===== config.mk =====
export PLATFORM = sky130hd
export DESIGN_NAME = fir_requant_decimator
export DESIGN_NICKNAME = d
export VERILOG_FILES = /design/src/rtl/fir_pkg.sv /design/src/rtl/fir_sync_fifo.sv /design/src/rtl/fir_requant_decimator.sv
export SDC_FILE = /design/constraint.sdc
export NUM_CORES = 1
export LEC_CHECK = 0
export ABC_CLOCK_PERIOD_IN_PS = 9650
export CAP_MARGIN = 20
export CORE_MARGIN = 4
export CORE_UTILIZATION = 25
export CTS_BUF_LIST = sky130_fd_sc_hd__clkbuf_16
export DETAILED_ROUTE_END_ITERATION = 8
export PLACE_DENSITY = 0.48
export SETUP_SLACK_MARGIN = 0.1
export SYNTH_ARGS = -nofsm -noshare
export SYNTH_HDL_FRONTEND = slang
export SYNTH_HIERARCHICAL = 1
export SYNTH_SLANG_ARGS = --single-unit
export TNS_END_PERCENT = 10

===== constraint.sdc =====
create_clock -name clk -period 9.65 [get_ports clk]
set_clock_uncertainty 0.2 [all_clocks]
set_input_delay 2.4125 -clock clk [delete_from_list [all_inputs] [get_ports clk]]
set_output_delay 2.4125 -clock clk [all_outputs]
set_load 0.03 [all_outputs]

===== src/rtl/fir_pkg.sv =====
// Shared definitions for the FIR output stage: Q15 limits, default shift, FIFO entry.
package fir_pkg;

    localparam int SAMPLE_MAX     = 32767;
    localparam int SAMPLE_MIN     = -32768;
    localparam int FRAC_SHIFT_DEF = 15;

    typedef struct packed {
        logic               sat;
        logic signed [15:0] data;
    } fifo_entry_t;

    localparam int ENTRY_W = $bits(fifo_entry_t);

endpackage


===== src/rtl/fir_sync_fifo.sv =====
// Single-clock circular-buffer FIFO with occupancy, full and empty flags.
// A write while full is only accepted when a read frees a slot in the same cycle.
module fir_sync_fifo #(
    parameter int WIDTH = 17,
    parameter int DEPTH = 8
) (
    input  logic                     clk,
    input  logic                     reset,
    input  logic                     i_clear,
    input  logic                     i_wr_en,
    input  logic [WIDTH-1:0]         i_wr_data,
    input  logic                     i_rd_en,
    output logic [WIDTH-1:0]         o_rd_data,
    output logic [$clog2(DEPTH):0]   o_level,
    output logic                     o_full,
    output logic                     o_empty
);

    localparam int AW = $clog2(DEPTH);
    localparam int LW = AW + 1;

    logic [WIDTH-1:0] r_mem [DEPTH];
    logic [AW-1:0]    r_wr_ptr;
    logic [AW-1:0]    r_rd_ptr;
    logic [LW-1:0]    r_level;
    logic             w_rd;
    logic             w_wr;

    assign o_full  = (r_level == LW'(DEPTH));
    assign o_empty = (r_level == '0);
    assign w_rd    = i_rd_en && !o_empty && !i_clear;
    assign w_wr    = i_wr_en && (!o_full || w_rd) && !i_clear;

    always_ff @(posedge clk) begin
        if (w_wr) begin
            r_mem[r_wr_ptr] <= i_wr_data;
        end
    end

    always_ff @(posedge clk or negedge reset) begin
        if (!reset) begin
            r_wr_ptr <= '0;
            r_rd_ptr <= '0;
            r_level  <= '0;
        end else if (i_clear) begin
            r_wr_ptr <= '0;
            r_rd_ptr <= '0;
            r_level  <= '0;
        end else begin
            if (w_wr) r_wr_ptr <= r_wr_ptr + AW'(1);
            if (w_rd) r_rd_ptr <= r_rd_ptr + AW'(1);
            case ({w_wr, w_rd})
                2'b10:   r_level <= r_level + LW'(1);
                2'b01:   r_level <= r_level - LW'(1);
                default: r_level <= r_level;
            endcase
        end
    end

    // Empty head reads as zero so the outputs have a defined value after reset.
    assign o_rd_data = o_empty ? '0 : r_mem[r_rd_ptr];
    assign o_level   = r_level;

endmodule


===== src/rtl/fir_requant_decimator.sv =====
// Q30 -> Q15 round/saturate, keep 1 of DECIM samples, buffer in a FIFO drained by valid/ready.
// Optional saturation event counter enabled by defining FIR_REQUANT_SATCNT_EN.
// Handshake: a head entry transfers on every rising edge where out_valid && out_ready are both high.
module fir_requant_decimator
    import fir_pkg::*;
#(
    parameter int DECIM      = 2,
    parameter int FIFO_DEPTH = 8,
    parameter int FRAC_SHIFT = FRAC_SHIFT_DEF
) (
    input  logic                          clk,
    input  logic                          reset,
    input  logic                          clear,
    input  logic                          in_valid,
    input  logic [31:0]                   in_data,
    output logic                          out_valid,
    input  logic                          out_ready,
    output logic [15:0]                   out_data,
    output logic                          out_sat,
    output logic                          overflow,
    output logic [$clog2(FIFO_DEPTH):0]   fifo_level,
    output logic [15:0]                   sat_count
);

    localparam int PH_W = (DECIM > 1) ? $clog2(DECIM) : 1;
    localparam logic signed [32:0] RND    = 33'sd1 <<< (FRAC_SHIFT - 1);
    localparam logic signed [32:0] LIM_HI = 33'(SAMPLE_MAX);
    localparam logic signed [32:0] LIM_LO = 33'(SAMPLE_MIN);

    logic [PH_W-1:0]    r_phase;
    logic               r_s1_valid;
    fifo_entry_t        r_s1_entry;
    logic               r_overflow;

    logic signed [32:0] w_rounded;
    logic signed [32:0] w_shifted;
    fifo_entry_t        w_entry;
    fifo_entry_t        w_head;
    logic               w_keep;
    logic               w_full;
    logic               w_empty;
    logic               w_push;
    logic               w_pop;
    logic               w_drop;
    logic               w_accept;

    // 33 bits leave headroom for the rounding add on the largest positive input.
    assign w_rounded = $signed({in_data[31], in_data}) + RND;
    assign w_shifted = w_rounded >>> FRAC_SHIFT;

    always_comb begin
        w_entry = '0;
        if (w_shifted > LIM_HI) begin
            w_entry.data = 16'(SAMPLE_MAX);
            w_entry.sat  = 1'b1;
        end else if (w_shifted < LIM_LO) begin
            w_entry.data = 16'(SAMPLE_MIN);
            w_entry.sat  = 1'b1;
        end else begin
            w_entry.data = w_shifted[15:0];
        end
    end

    assign w_keep = in_valid && (r_phase == '0);

    always_ff @(posedge clk or negedge reset) begin
        if (!reset) begin
            r_phase    <= '0;
            r_s1_valid <= 1'b0;
            r_s1_entry <= '0;
        end else if (clear) begin
            r_phase    <= '0;
            r_s1_valid <= 1'b0;
        end else begin
            r_s1_valid <= w_keep;
            if (w_keep) r_s1_entry <= w_entry;
            if (in_valid) begin
                r_phase <= (r_phase == PH_W'(DECIM - 1)) ? '0 : r_phase + PH_W'(1);
            end
        end
    end

    assign w_push   = r_s1_valid && !clear;
    assign w_pop    = !w_empty && out_ready && !clear;
    assign w_drop   = w_push && w_full && !w_pop;
    assign w_accept = w_push && !w_drop;

    fir_sync_fifo #(
        .WIDTH (ENTRY_W),
        .DEPTH (FIFO_DEPTH)
    ) u_fifo (
        .clk       (clk),
        .reset     (reset),
        .i_clear   (clear),
        .i_wr_en   (w_push),
        .i_wr_data (r_s1_entry),
        .i_rd_en   (out_ready),
        .o_rd_data (w_head),
        .o_level   (fifo_level),
        .o_full    (w_full),
        .o_empty   (w_empty)
    );

    always_ff @(posedge clk or negedge reset) begin
        if (!reset) begin
            r_overflow <= 1'b0;
        end else if (clear) begin
            r_overflow <= 1'b0;
        end else if (w_drop) begin
            r_overflow <= 1'b1;
        end
    end

`ifdef FIR_REQUANT_SATCNT_EN
    logic [15:0] r_sat_count;

    always_ff @(posedge clk or negedge reset) begin
        if (!reset) begin
            r_sat_count <= '0;
        end else if (clear) begin
            r_sat_count <= '0;
        end else if (w_accept && r_s1_entry.sat && (r_sat_count != 16'hFFFF)) begin
            r_sat_count <= r_sat_count + 16'd1;
        end
    end

    assign sat_count = r_sat_count;
`else
    logic w_unused_accept;
    assign w_unused_accept = w_accept;
    assign sat_count       = 16'h0000;
`endif

    assign out_valid = !w_empty;
    assign out_data  = w_head.data;
    assign out_sat   = w_head.sat;
    assign overflow  = r_overflow;

endmodule


==> results of run 1 <==
==> worst max-delay path: stages, from the launching register on <==
cell and delay [ps]:
dfrtp_2 340, buf_4 580, mux4_2 590, mux2i_1 280
nor2_1 70, clkdlybuf4s50_1 600
==> power by group <==
group	internal [mW]	switching (mW)	leakage, nW	total, mW
clock	0.403	0.259	0.288	0.662
combinational	0.0747	0.0863	0.915	0.161
sequential	0.824	0.0455	1.58	0.870
==> path summary, 6_finish.rpt <==
path	startpoint	endpoint	cells past startpoint
worst max-delay path	u_fifo/r_rd_ptr[0]$_DFFE_PN0P_	out_data[5]	5
worst min-delay path	overflow$_DFFE_PN0P_	overflow$_DFFE_PN0P_	2
worst max register to register	u_fifo/o_level[1]$_DFFE_PN0P_	u_fifo/o_level[3]$_DFFE_PN0P_	7
worst min register to register	overflow$_DFFE_PN0P_	overflow$_DFFE_PN0P_	2
max in group asynchronous	reset	u_fifo/r_rd_ptr[0]$_DFFE_PN0P_	2
min in group asynchronous	reset	overflow$_DFFE_PN0P_	2
==> registers in the layout, summed over array words and instances, names as in the netlist <==
signal           count
overflow             1
r_phase              1
u_fifo/r_mem       136
u_fifo/o_level       4
r_s1_entry          17
u_fifo/r_rd_ptr      3
u_fifo/r_wr_ptr      3
r_s1_valid           1
==> kinds of logic (layout without fill, tap and decap cells) <==
logic type,after synthesis,after routing,synth area share [%]
DFF,166,166,67.0
and+or+nand+nor,88,88,6.92
muxes,55,55,13.6
AOI/OAI and AO/OA,46,46,5.54
buffers and inverters,43,97,3.47
xor gates and xnor gates,21,21,2.55
adders and majority gates,5,5,0.868
other,1,16,0.0520
==> layout by cell type (no fill, tap or decap), drive strengths merged, types with 2 or more instances in the layout <==
| cell type | count |
|---|---|
| nand3 | 8 |
| nand2b | 3 |
| clkbuf | 17 |
| mux2i | 20 |
| nor2b | 2 |
| clkinv | 7 |
| nor3b | 2 |
| conb | 16 |
| a21oi | 13 |
| o21ai | 6 |
| inv | 10 |
| nand2 | 8 |
| xnor2 | 11 |
| o22a | 11 |
| mux4 | 34 |
| dfrtp | 30 |
| or3 | 2 |
| nor2 | 38 |
| nand4 | 3 |
| clkinvlp | 2 |
| ha | 5 |
| o221a | 5 |
| and3 | 3 |
| clkdlybuf4s50 | 45 |
| nor3 | 9 |
| o211ai | 2 |
| buf | 13 |
| nor4 | 4 |
| edfxtp | 136 |
| a31oi | 2 |
| bufinv | 3 |
| xor2 | 10 |
==> final cells by class <==
type	instances	area (um^2)	share of cell area [%]
clock buffers	17	425	4.89
clock inverters	15	164	1.88
inverters	7	26.3	0.302
multi-input cells	231	2220	25.5
flip-flops and latches	166	4840	55.6
well taps	378	473	5.44
repair buffers	58	556	6.39
==> metal layers <==
layer	vias to the layer above	GRT usage, %	share of wire, %
met5	-	0	0
met4	0	3.19	0.88
met3	9	2.36	5.0
met2	88	15.3	49
met1	1899	13.3	46
li1	1752	-	-
==> results.tsv, run 1 <==
stage	metric	value	unit
status	status	finished, final reports clean	
sta	setup_viol	0	
yosys	synth_common_cells	edfxtp_1 (136), nor2_1 (38), mux4_2 (34), dfrtp_1 (30), mux2i_1 (20)	
floorplanning	initial_core_util	25.7	%
layout	nFillCells	2842	
power	p_leak	2.78	nW
clock_tree	htree_levels	4	
sta	rsz0062_at_grt	false	
setup_path	end_kind	output pin	
route	first_iter_violations	209	
clock_tree	cts_buffer_depth	2	
sta	maxSlewViolCount	0	
route	wl	14600	um
layout	design_area	8700	um^2
sta	fin_ws	4140	ps
route	vias	3748	
clock_tree	cts-resized-gates	0	
layout	diodes	0	
yosys	netlist_area	7210	um^2
clock_tree	clk_latency	420	ps
layout	fin_util	31.0	%
hold_path	hp-class	reg2reg	
floorplanning	dieArea	31600	um^2
route	via_per_inst	4.30	
yosys	synth_flop_cell	edfxtp_1	
clock_tree	cts_root_buf	clkbuf_16	
sta	max_freq	181	MHz
sta	holdWs	311	ps
yosys	ys_ff_latch	166	
yosys	synth_top_area_cell	edfxtp_1	
power	vdd_drop_max	0.0988	mV
sta	timing.final.crit_period	5510	ps
placement	portBuffers	45	
yosys	yosysWarnings	6	
placement	pre_cts_slack	3520	ps
setup_path	crit_required	7040	ps
setup_path	worst-setup-path-type	reg2out	
route	post_drt_wl_per_cell	16.7	um
sta	tightest_slew	943	ps
setup_path	critPathLaunchType	flip-flop	
sta	tns	0	ps
clock_tree	cts_tree	done	
layout	layout.nets	523	
yosys	syn_inst	425	
global_route	grt.total_usage	9.73	%
yosys	synth.most_common_cell	edfxtp_1	
yosys	ys_seq_area_share	67.0	%
global_route	grt_remaining_overflow	0	
floorplanning	dieWidth	178	um
placement	place_area	8100	um^2
clock_tree	post-cts-setup-buffers	0	
yosys	syn-mean-instance-area	17.0	um^2
setup_path	arrival	2900	ps
sta	hold_viol_final	0	
global_route	grt_pass1_wl	23000	um
floorplanning	fp-row-count	61	
sta	post-route-period-util	57.1	%
global_route	antenna_found_initial	0	
power	power_density	195	nW/um^2
yosys	ys_types	53	
route	first_pass_iters	4	
route	drc	0	
setup_path	regToRegSetupSlack	6670	ps
clock_tree	path_clk_slew	60	ps
placement	hpwl	9140	um
global_route	grt_max_degree	37	
yosys	synth_area_leaders	edfxtp_1 (57%), mux4_2 (11%), dfrtp_1 (10%)	
layout	area_growth	20.6	%
yosys	synth_edf_count	136	
yosys	postSynth.asyncResetShare	18.1	%
job	cap_violations	0	
setup_path	worst-path-max-fanout	36	
sta	maxSlewHeadroom	37.1	%
route	ant_nets	0	
power	total_power	1.69	mW
clock_tree	cts_buffers	17	
placement	dpl.cell_count	839	
yosys	synth_top_area_share	56.6	%
clock_tree	cts.sinks	166	
floorplanning	core	28100	um^2
placement	gp_congestion	0.729	
global_route	grt_pass1_vias	3954	
layout	stdcell_count	872	
clock_tree	hold_buffers	0	
layout	drive_gt1_share	20.4	%
floorplanning	die_y	178	um
floorplanning	ios	76	
(Power assumes the default switching activity.)
==> run 2: changes to the inputs <==
--- a/config.mk
+++ b/config.mk
@@ -5,13 +5,13 @@
 export SDC_FILE = /design/constraint.sdc
 export NUM_CORES = 1
 export LEC_CHECK = 0
-export ABC_CLOCK_PERIOD_IN_PS = 9650
+export ABC_CLOCK_PERIOD_IN_PS = 4400
 export CAP_MARGIN = 20
 export CORE_MARGIN = 4
 export CORE_UTILIZATION = 25
 export CTS_BUF_LIST = sky130_fd_sc_hd__clkbuf_16
 export DETAILED_ROUTE_END_ITERATION = 8
-export PLACE_DENSITY = 0.48
+export PLACE_DENSITY = 0.49
 export SETUP_SLACK_MARGIN = 0.1
 export SYNTH_ARGS = -nofsm -noshare
 export SYNTH_HDL_FRONTEND = slang
==> constraint.sdc (replaced) <==
create_clock -name clk -period 4.4 [get_ports clk]
set_clock_uncertainty 0.2 [all_clocks]
set_input_delay 1.1 -clock clk [delete_from_list [all_inputs] [get_ports clk]]
set_output_delay 1.1 -clock clk [all_outputs]
set_load 0.03 [all_outputs]
==> run 2 against run 1 <==
Effect of this change:
- register-to-register slack lost 5200 ps
- via count grew 2.1%
- clock power grew 110%
- sequential power grew 120%
- critical path depth is the same
- worst setup slack lost 3700 ps
==> results.tsv, run 2 (synthesized netlist as in run 1, its figures left out) <==
stage	metric	value	unit	change
status	status	finished, final reports clean		
clock_tree	cts_buffers	17		unchanged
route	drc	0		unchanged
floorplanning	ios	76		unchanged
sta	timing.final.crit_period	3990	ps	
setup_path	reg2regPathDepth	7		unchanged
hold_path	hold_depth	2		unchanged
layout	regMostFlops	u_fifo/r_mem		
setup_path	r2r-end	u_fifo/o_level[3]$_DFFE_PN0P_		
layout	fin_util	31.1	%	+0.12 points
layout	final_common_cell	edfxtp_1		
sta	post-route-period-util	90.7	%	
clock_tree	cts.sinks	166		unchanged
layout	area_growth	21.1	%	
placement	portBuffers	45		unchanged
clock_tree	path_clk_slew	60	ps	about the same
floorplanning	dieArea	31600	um^2	unchanged
placement	gp_congestion	0.746		+2.4%
layout	drive_gt1_share	22.4	%	+1.9 points
floorplanning	die_y	178	um	unchanged
route	first_pass_iters	4		unchanged
layout	stdcell_count	883		+1.3%
sta	max_freq	251	MHz	
sta	setup_viol	0		unchanged
placement	pre_cts_slack	654	ps	-2860 ps
layout	layout.nets	534		+2.1%
power	power_density	417	nW/um^2	+110%
clock_tree	clk_latency	420	ps	about the same
global_route	grt_max_degree	35		-5.4%
floorplanning	fp-row-count	61		unchanged
route	ant_nets	0		unchanged
hold_path	whs_endpoint	overflow$_DFFE_PN0P_		
setup_path	arrival	2690	ps	-210 ps
route	wl	14900	um	+2.0%
route	via_per_inst	4.33		+0.78%
power	total_power	3.64	mW	+120%
route	first_iter_violations	204		-2.4%
layout	largest_register_ffs	136		unchanged
power	vdd_drop_max	0.197	mV	+100%
clock_tree	post-cts-setup-buffers	0		unchanged
layout	multi_input_area	2210	um^2	-0.56%
layout	nFillCells	2833		-0.32%
sta	hold_viol_final	0		unchanged
setup_path	regToRegSetupSlack	1490	ps	-5180 ps
global_route	grt_pass1_vias	4015		+1.5%
sta	tns	0	ps	unchanged
clock_tree	cts_root_buf	clkbuf_16		
setup_path	end_kind	output pin		
sta	tightest_slew	838	ps	-105 ps
job	cap_violations	0		unchanged
hold_path	hp-class	reg2reg		
global_route	grt_pass1_wl	22900	um	-0.27%
sta	maxSlewHeadroom	44.1	%	+7.0 points
placement	dpl.cell_count	851		+1.4%
setup_path	worst-setup-path-type	reg2out		
global_route	grt.total_usage	9.74	%	+0.010 points
layout	design_area	8730	um^2	+0.37%
global_route	antenna_found_initial	1		+1
placement	hpwl	9840	um	+7.7%
layout	diodes	0		unchanged
layout	seq_area	4840	um^2	about the same
sta	maxSlewViolCount	0		unchanged
setup_path	crit_required	3100	ps	-3940 ps
clock_tree	cts_buffer_depth	2		unchanged
sta	holdWs	349	ps	+38.3 ps
floorplanning	dieWidth	178	um	unchanged
setup_path	critPathLaunchType	flip-flop		
floorplanning	core	28100	um^2	unchanged
setup_path	worst-path-max-fanout	11		-69%
clock_tree	htree_levels	4		unchanged
sta	rsz0062_at_grt	false		
layout	mostFrequentLayoutCells	edfxtp_1 (136), clkdlybuf4s50_1 (45), nor2_1 (38)		
setup_path	r2r-start	u_fifo/o_level[1]$_DFFE_PN0P_		
route	vias	3825		+2.1%
power	p_leak	2.86	nW	+2.8%
global_route	grt_remaining_overflow	0		unchanged
clock_tree	cts_tree	done		
hold_path	min_from	r_s1_valid$_DFF_PN0_		
sta	fin_ws	410	ps	-3730 ps
placement	place_area	8170	um^2	+0.94%
floorplanning	initial_core_util	25.7	%	unchanged
route	post_drt_wl_per_cell	16.9	um	+0.75%
## run 2: cell types whose count changed in the layout (fill, tap and decap cells not counted), moves of 2 or more
cell	previous run	this run
buf_4	12	23
bufinv_16	3	0
clkbuf_16	17	20
clkinv_1	3	0
clkinv_2	1	7
clkinv_4	3	0
clkinvlp_4	2	0
nor3_2	1	3
nor3_4	2	0
## run 2: worst max-delay path by stage
stage / startpoint / to / slack (ps)
2_1_floorplan: clear / u_fifo/r_mem[4][0]$_DFFE_PP_ / 600
3_3_place_gp: u_fifo/r_rd_ptr[0]$_DFFE_PN0P_ / out_sat / 650
3_5_place_dp: u_fifo/r_rd_ptr[0]$_DFFE_PN0P_ / out_sat / 650
4_1_cts: u_fifo/r_rd_ptr[0]$_DFFE_PN0P_ / out_sat / 200
5_1_grt: u_fifo/r_rd_ptr[0]$_DFFE_PN0P_ / out_sat / 210
6_report: u_fifo/r_rd_ptr[0]$_DFFE_PN0P_ / out_data[6] / 410
## run 2: report_power, final
| group | internal [mW] | switching (mW) |
|---|---|---|
| clock | 0.807 | 0.562 |
| combinational | 0.170 | 0.191 |
| sequential | 1.81 | 0.105 |
| total | 2.78 | 0.857 |
## run 2: routing by layer
| layer | part of all wire (%) | global-route usage [%] |
|---|---|---|
| met2 | 49 | 16.2 |
| met3 | 3.1 | 2.09 |
| met1 | 46 | 12.5 |
| met5 | 0 | 0 |
| met4 | 1.5 | 3.67 |
## run 2: worst max-delay path: stages, from the launching register on
cell and delay, ps:
dfrtp_2 580, buf_4 260, mux4_2 510, mux2i_1 250
nor2_1 80, clkdlybuf4s50_1 600
## run 2: cell type report
cell class / instances / share of cell area, %
clock buffers: 20 / 5.73
clock inverters: 12 / 0.645
inverters: 7 / 0.301
multi-input cells: 231 / 25.3
flip-flops and latches: 166 / 55.4
well taps: 378 / 5.42
repair buffers: 69 / 7.26
## run 2: repair_timing
action | 4_1_cts | 5_1_grt
hold buffers | 0 | 0
setup endpoints to repair | 0 | 1
resized for setup | 0 | 1
